$ cat config.mk
export PLATFORM = sky130hd
export DESIGN_NAME = seq_addsub_cla
export DESIGN_NICKNAME = d
export VERILOG_FILES = /design/src/rtl/seq_addsub_cla_pkg.sv /design/src/rtl/seq_addsub_cla_cla4_slice.sv /design/src/rtl/seq_addsub_cla.sv
export SDC_FILE = /design/constraint.sdc
export NUM_CORES = 1
export LEC_CHECK = 0
export CORE_MARGIN = 3
export CORE_UTILIZATION = 49
export CTS_BUF_LIST = sky130_fd_sc_hd__clkbuf_4 sky130_fd_sc_hd__clkbuf_8 sky130_fd_sc_hd__clkbuf_16
export DETAILED_ROUTE_END_ITERATION = 12
export GPL_TIMING_DRIVEN = 0
export PLACE_DENSITY = 0.79
export SLEW_MARGIN = 20
export SYNTH_ARGS = -nofsm -noshare
export SYNTH_HDL_FRONTEND = slang
export SYNTH_SLANG_ARGS = --single-unit
$ cat constraint.sdc
create_clock -name clk -period 3.9 [get_ports clk]
set_input_delay 0.78 -clock clk [delete_from_list [all_inputs] [get_ports clk]]
set_output_delay 0.78 -clock clk [all_outputs]
set_load 0.05 [all_outputs]
$ cat src/rtl/seq_addsub_cla_pkg.sv
// Shared definitions for the multi-cycle add/subtract engine: FSM state
// encoding, operation codes and the default slice width.
package seq_addsub_cla_pkg;

    // Bits handled per clock by the lookahead slice
    localparam int SLICE_W = 4;

    // FSM state encoding
    localparam logic [1:0] ST_IDLE = 2'd0;
    localparam logic [1:0] ST_RUN  = 2'd1;
    localparam logic [1:0] ST_DONE = 2'd2;

    // Operation select carried on the 'sub' input
    localparam logic OP_ADD = 1'b0;
    localparam logic OP_SUB = 1'b1;

endpackage

$ cat src/rtl/seq_addsub_cla_cla4_slice.sv
// Combinational SLICE-bit carry-lookahead adder: every internal carry and the
// carry out are built directly from generate/propagate terms and cin, so no
// carry ripples through a chain of sum cells.
module cla4_slice
    import seq_addsub_cla_pkg::*;
#(
    parameter int SLICE = SLICE_W
) (
    input  logic [SLICE-1:0] a,
    input  logic [SLICE-1:0] b,
    input  logic             cin,
    output logic [SLICE-1:0] s,
    output logic             cout
);

    logic [SLICE-1:0] w_g;
    logic [SLICE-1:0] w_p;
    logic [SLICE:0]   w_c;

    assign w_g = a & b;
    assign w_p = a ^ b;

    // Lookahead carries: c[i+1] = g[i] | p[i]g[i-1] | ... | p[i..0]cin
    always_comb begin
        logic t_c;
        logic t_pp;
        w_c    = '0;
        w_c[0] = cin;
        for (int i = 0; i < SLICE; i++) begin
            t_c  = w_g[i];
            t_pp = w_p[i];
            for (int j = i - 1; j >= 0; j--) begin
                t_c  = t_c | (t_pp & w_g[j]);
                t_pp = t_pp & w_p[j];
            end
            w_c[i+1] = t_c | (t_pp & cin);
        end
    end

    assign s    = w_p ^ w_c[SLICE-1:0];
    assign cout = w_c[SLICE];

endmodule

$ cat src/rtl/seq_addsub_cla.sv
// Multi-cycle WIDTH-bit adder/subtractor: one SLICE-bit lookahead slice is
// reused LSB-first, one nibble per clock, with the carry registered between
// slices. The committed result and flags only change when an operation
// completes, so they hold the previous answer while a new one is computed.
//
// Handshake: a transfer happens on a rising edge where valid && ready are both
// high. in_ready is high only in IDLE; out_valid is high only in DONE and the
// outputs stay stable until out_ready is seen; in_valid is ignored outside IDLE.
module seq_addsub_cla
    import seq_addsub_cla_pkg::*;
#(
    parameter int WIDTH = 32,
    parameter int SLICE = SLICE_W
) (
    input  logic             clk,
    input  logic             rst_n,
    input  logic             in_valid,
    output logic             in_ready,
    input  logic [WIDTH-1:0] a,
    input  logic [WIDTH-1:0] b,
    input  logic             sub,
    output logic             out_valid,
    input  logic             out_ready,
    output logic [WIDTH-1:0] result,
    output logic             carry,
    output logic             overflow,
    output logic             zero,
    output logic [1:0]       dbg_state
);

    localparam int N  = WIDTH / SLICE;
    localparam int CW = (N > 1) ? $clog2(N) : 1;
    localparam int IW = (WIDTH > 1) ? $clog2(WIDTH) : 1;
    localparam logic [CW-1:0] CNT_LAST = CW'(N - 1);

    logic [1:0]       r_state;
    logic [CW-1:0]    r_cnt;
    logic [WIDTH-1:0] r_a;
    logic [WIDTH-1:0] r_b;
    logic             r_cin;
    logic [WIDTH-1:0] r_acc;
    logic [WIDTH-1:0] r_result;
    logic             r_carry;
    logic             r_overflow;
    logic             r_zero;

    logic [IW-1:0]    w_base;
    logic [SLICE-1:0] w_sa;
    logic [SLICE-1:0] w_sb;
    logic [SLICE-1:0] w_sum;
    logic             w_cout;
    logic [WIDTH-1:0] w_next_acc;
    logic             w_ovf;

    assign w_base = IW'(r_cnt * SLICE);
    assign w_sa   = r_a[w_base +: SLICE];
    assign w_sb   = r_b[w_base +: SLICE];

    cla4_slice #(.SLICE(SLICE)) u_slice (
        .a    (w_sa),
        .b    (w_sb),
        .cin  (r_cin),
        .s    (w_sum),
        .cout (w_cout)
    );

    // Working result with the current slice merged in
    always_comb begin
        w_next_acc = r_acc;
        w_next_acc[w_base +: SLICE] = w_sum;
    end

    // Signed overflow: operands (b already inverted for sub) agree in sign but the top sum bit differs
    assign w_ovf = (r_a[WIDTH-1] == r_b[WIDTH-1]) && (w_sum[SLICE-1] != r_a[WIDTH-1]);

    // FSM, slice counter, operand capture and result commit
    always_ff @(posedge clk or negedge rst_n) begin
        if (!rst_n) begin
            r_state    <= ST_IDLE;
            r_cnt      <= '0;
            r_a        <= '0;
            r_b        <= '0;
            r_cin      <= 1'b0;
            r_acc      <= '0;
            r_result   <= '0;
            r_carry    <= 1'b0;
            r_overflow <= 1'b0;
            r_zero     <= 1'b0;
        end else begin
            case (r_state)
                ST_IDLE: begin
                    if (in_valid) begin
                        r_a     <= a;
                        r_b     <= b ^ {WIDTH{sub}};
                        r_cin   <= (sub == OP_SUB);
                        r_cnt   <= '0;
                        r_state <= ST_RUN;
                    end
                end
                ST_RUN: begin
                    r_acc <= w_next_acc;
                    r_cin <= w_cout;
                    r_cnt <= r_cnt + 1'b1;
                    if (r_cnt == CNT_LAST) begin
                        r_result   <= w_next_acc;
                        r_carry    <= w_cout;
                        r_overflow <= w_ovf;
                        r_zero     <= ~|w_next_acc;
                        r_state    <= ST_DONE;
                    end
                end
                ST_DONE: begin
                    if (out_ready) begin
                        r_state <= ST_IDLE;
                    end
                end
                default: r_state <= ST_IDLE;
            endcase
        end
    end

    assign in_ready  = (r_state == ST_IDLE);
    assign out_valid = (r_state == ST_DONE);
    assign result    = r_result;
    assign carry     = r_carry;
    assign overflow  = r_overflow;
    assign zero      = r_zero;
    assign dbg_state = r_state;

endmodule

[Word-level counts from Yosys, hierarchy flattened]
Cells that the tools add are included.
Cells by class
  add/sub/neg operators: 2
  multiply operators: 0
  div/mod/pow operators: 0
  magnitude comparators: 0
  eq/ne operators: 8
  shift operators: 4
  muxes and demuxes: 9
  bitwise logic cells: 30
  reduce and logical (&&, ||, !) cells: 9
Operator list (number)
  variable part select 32 x 6 -> 4 bit: 2
  bitwise mux 32 bit: 1
  OR reduction 32 bit: 1
  variable shift 4 x 7 -> 32 bit, first input constant: 1
  variable part select 4 x 7 -> 32 bit: 1
  bitwise XOR 32 bit: 1
  AND 1 bit: 16
  OR 1 bit: 10
  bitwise XOR 4 bit: 2
  negator 5 -> 7 bit: 1
  2-to-1 mux 2 bit: 3
  one-hot mux 2 bit (3 select lines): 1
  one-hot mux 3 bit (2 select lines): 1
  AND reduction 2 bit: 3
  AND 4 bit: 1
  != test 2 bit, second input constant: 2
  adder 3 x 1 -> 3 bit, second input constant: 1
  == test 3 bit, second input constant: 1
  2-to-1 mux 3 bit: 1
  AND reduction 3 bit: 1
  == test 2 x 1 -> 1 bit, second input constant: 1
  == test 2 bit, second input constant: 1
  logical NOT 2 bit: 1
  != test 2 x 1 -> 1 bit, second input constant: 1
  7 further kinds: 7
Word-level totals
  bits in registers: 137
  latch bits: 0
  memory bits (writable): 0
  memory bits (read-only): 0
  input port bits: 69
  logic and storage cells: 72
  memories: 0

[Logic depth before layout (Yosys ltp)]
  word-level depth: 11
  gate-level depth with buffers: 14
  gate-level depth less buffers: 11

[Hierarchy]
Synthesis repeated with hierarchy kept, for this count alone.
Second synthesis, totals
  cell total of the unflattened synthesis: 667
  area, all modules: 6849.1 µm²
Modules (own cells, without submodules)
  seq_addsub_cla: instances 1, cells each 650, area an instance 6701.4 µm², sequential area each 3428.3 µm²
  cla4_slice: instances 1, cells each 17, area an instance 147.6 µm², sequential area each 0.0 µm²

[Worst setup path after synthesis]
No wires, ideal clock.
  path kind: reg2reg
  start point: register r_cnt[0]
  end point: register r_zero, in the netlist zero
  setup time: 0.066 ns
  arrival: 3.606 ns
  required time: 3.834 ns
  setup slack: 0.228 ns
  stages on the path, launching flop included: 14
  period minus slack after synthesis: 3.672 ns
  cells stage by stage: dfrtp_1 buf_6 buf_1 mux4_2 nand2_1 nand2_1 fa_1 xnor2_1 nor2_1 mux2i_1 and3_1 nand4_1 nor4_1 a41o_1
Between the ends
  word-level cells in the longest chain between the ends: 11
  elaborated cells between the ends (all ways): 28
RTL lines
  start, declared: RTL line seq_addsub_cla.sv:37  | logic [CW-1:0] r_cnt;
  start signal, assigned: RTL line seq_addsub_cla.sv:103  | r_cnt <= r_cnt + 1'b1;
  variable part select 32 x 6 -> 4 bit, on equally long branches: RTL line seq_addsub_cla.sv:56, seq_addsub_cla.sv:57
  bitwise XOR 4 bit or AND 4 bit (tied branches): RTL line seq_addsub_cla_cla4_slice.sv:21, seq_addsub_cla_cla4_slice.sv:20
  AND 1 bit, on equally long branches: RTL line seq_addsub_cla_cla4_slice.sv:33, seq_addsub_cla_cla4_slice.sv:34
  OR 1 bit (tied with other cells): RTL line seq_addsub_cla_cla4_slice.sv:33  | t_c = t_c | (t_pp & w_g[j]);
  OR 1 bit or AND 1 bit (tied branches): RTL line seq_addsub_cla_cla4_slice.sv:33, seq_addsub_cla_cla4_slice.sv:36
  OR 1 bit: RTL line seq_addsub_cla_cla4_slice.sv:36  | w_c[i+1] = t_c | (t_pp & cin);
  bitwise XOR 4 bit: RTL line seq_addsub_cla_cla4_slice.sv:40  | assign s = w_p ^ w_c[SLICE-1:0];
  variable part select 4 x 7 -> 32 bit: RTL line seq_addsub_cla.sv:70  | w_next_acc[w_base +: SLICE] = w_sum;
  bitwise mux 32 bit: RTL line seq_addsub_cla.sv:70
  OR reduction 32 bit: RTL line seq_addsub_cla.sv:108  | r_zero <= ~|w_next_acc;
  logical NOT 1 bit: RTL line seq_addsub_cla.sv:108
  end signal, assigned: RTL line seq_addsub_cla.sv:108
  end, declared: RTL line seq_addsub_cla.sv:45  | logic r_zero;
Parallel ways exist; a longest one is shown, timed or not.
A chain may end at the register's enable or synchronous reset.

[Worst setup path in the final report]
Same ends and word-level chain as after synthesis.

==> out/metrics.csv <==
metric;value;unit
status;finished, final reports clean;
antenna_left;0;
drtPass1Iterations;7;
cp-end-kind;flip-flop;
hold_slack;0.2435;ns
yosys.area.top_type;dfrtp_1;
io_pins;108;
power;8.760;mW
grt-ovfl-total;0;
synthTopCellsByArea;dfrtp_1, mux2_2, mux4_2;
instances_no_fill;929;
synth_area;6613;µm²
design_area;8574;µm²
detailed_place_hpwl;11.92;mm
setup_violations;0;
vias;5210;
cap_violations;0;
cts_tree;yes;
layout_min_cycle_time;3.779;ns
layout-drive-gt1-share;0.1506;
grt_use_total;0.2354;
grt_antenna_before_repair;0;
root_buffer;clkbuf_16;
ys.warnings.count;0;
crit_fanout;10;
cts.clk_slew.worst_paths;0.06;ns
fin_tns_setup;0;ns
antennaDiodeCount;0;
hp-class;in2async;
netlist_top_cells_count;dfrtp_1, nand2_1, o21ai_0;
required;4.21;ns
multi_input_comb_area;3040;µm²
drtIter0Drc;412;
routabilityCongestion;0.9242;
fmax;264.6;MHz
cts_sinks;137;
finalHoldViolations;0;
htree_levels;4;
slew_headroom;0.5032;
p_leak;3.563;nW
synth_top_area_share;0.5184;
portBuffers;106;
yosysUniqueCellTypes;48;
synth_async_sr_flop_share;1.000;
cts_max_path_buffers;2;
cp.arrival;4.09;ns
synthFlopType;dfrtp_1;
area.sequential;3428;µm²
fillers;1012;
vdd_drop_max;0.6883;mV
power_density;1022;nW/µm²
die_h;122.2;µm
synth_edf_count;0;
crit_path_start_kind;flip-flop;
grt_pass1_vias;5408;
rows;41;
routed_via_density;5.608;
die_w;122.2;µm
wl;16.50;mm
synth_cells;615;
syn_to_final_growth;29.67;%
grt_max_degree;89;
drc;0;
start_util;0.5115;
crit_type;reg2reg;
worst_skew_pair.late_latency;0.43;ns
synth-seq-cells;137;
worst_pin_slew;0.7451;ns
synth.most_common_cell;dfrtp_1;
placed_cell_area;7921;µm²
syn_avg_cell_area;10.75;µm²
fin_nets;826;
fp.coreArea;12930;µm²
rsz0062_at_grt;true;
numPlacedInstances;894;
wire_per_inst;17.76;µm
period_share;0.9689;
grt_pass1_wl;26.89;mm
fin_skew;0.006580;ns
numCtsBuffers;17;
seq_area_frac_synth;0.5184;
die_area;14930;µm²
drv_slew;0;
synthesis.nets;697;
-- where the power goes --
group | switching, mW | internal, mW
Combinational | 2.94 | 1.91
Sequential | 0.359 | 2.03
Clock | 0.593 | 0.929
-- placed cells by master, fill, tap and decap left out, types with 7 or more instances in the layout --
cell	instances
a21oi_1	42
a22oi_1	10
clkbuf_1	30
clkbuf_16	17
clkdlybuf4s50_1	105
dfrtp_1	137
ha_1	12
mux2_2	42
mux2i_1	12
mux4_2	16
nand2_1	90
nor2_1	50
o21ai_0	62
o31ai_1	7
xnor2_1	32
-- metal layers --
metal / track usage / vias to the layer above / share of wire
met5: 0 / - / 0
met4: 0.1183 / 0 / 0.035
met3: 0.04828 / 38 / 0.056
met2: 0.3781 / 204 / 0.49
met1: 0.3050 / 2558 / 0.42
li1: - / 2410 / -
-- sequential cells by signal, summed over array words and instances (netlist names) --
name,cells
r_a,32
r_b,32
r_acc,32
dbg_state,2
r_cnt,3
result,32
overflow,1
r_cin,1
zero,1
carry,1
-- cell families after synthesis --
| kind of cell | after synthesis | share of synthesized area |
|---|---|---|
| flip-flops | 137 | 0.5184 |
| buffers and inverters | 45 | 0.02819 |
| multiplexers | 70 | 0.1442 |
| XOR/XNOR | 35 | 0.04636 |
| adder cells (fa/ha/maj) | 13 | 0.02573 |
| AND/OR/NAND/NOR | 178 | 0.1202 |
| AO/OA/AOI/OAI | 137 | 0.1169 |
-- per-stage QoR --
stage | util | setup WS (ns)
after floorplan | - | 0.2278
after global placement | 0.6102 | -3.022
after detailed placement | 0.6128 | -0.9212
after CTS | 0.6622 | 0.004738
after global routing | 0.6633 | -0.04288
final | 0.6633 | 0.1214
-- final cells by class --
type	count	share of cell area
clock buffers	21	0.05530
repair buffers	110	0.1302
well taps	172	0.02510
clock inverters	11	0.01138
plain buffers	39	0.02057
multi-input cells	433	0.3546
flip-flops and latches	137	0.3998
inverters	6	0.003064
-- worst paths after layout --
| path | from | to | slack [ns] | cells after the start |
|---|---|---|---|---|
| setup / recovery | r_cnt[0]$_DFFE_PN0P_ | zero$_DFFE_PN0P_ | 0.12 | 13 |
| max in group asynchronous | rst_n | r_b[20]$_DFFE_PN0P_ | 2.86 | 2 |
| min in group clk | result[21]$_DFFE_PN0P_ | result[21]$_DFFE_PN0P_ | 0.48 | 2 |
| setup reg to reg | r_cnt[0]$_DFFE_PN0P_ | zero$_DFFE_PN0P_ | 0.12 | 13 |
| hold / removal | rst_n | result[9]$_DFFE_PN0P_ | 0.24 | 1 |
| hold reg to reg | result[21]$_DFFE_PN0P_ | result[21]$_DFFE_PN0P_ | 0.48 | 2 |
-- worst max-delay path, stage by stage, from the launching register on --
cell and delay, ns:
dfrtp_1 0.42, buf_6 0.17, clkbuf_4 0.27, mux4_2 0.54, nand2_1 0.10, nand2_1 0.12, fa_2 0.68, nand3b_1 0.13
nor3_1 0.34, a22oi_1 0.23, and4_1 0.24, nand4_1 0.13, nor4_2 0.07, a41o_1 0.23
-- what timing repair did --
item,in CTS,in global routing
setup endpoints to repair,40,9
hold buffers,0,0
buffers inserted,3,0
endpoints found under the hold margin,0,0
gates resized for setup,13,5
pin swaps,1,0
Power figures use the tool's default switching activity.
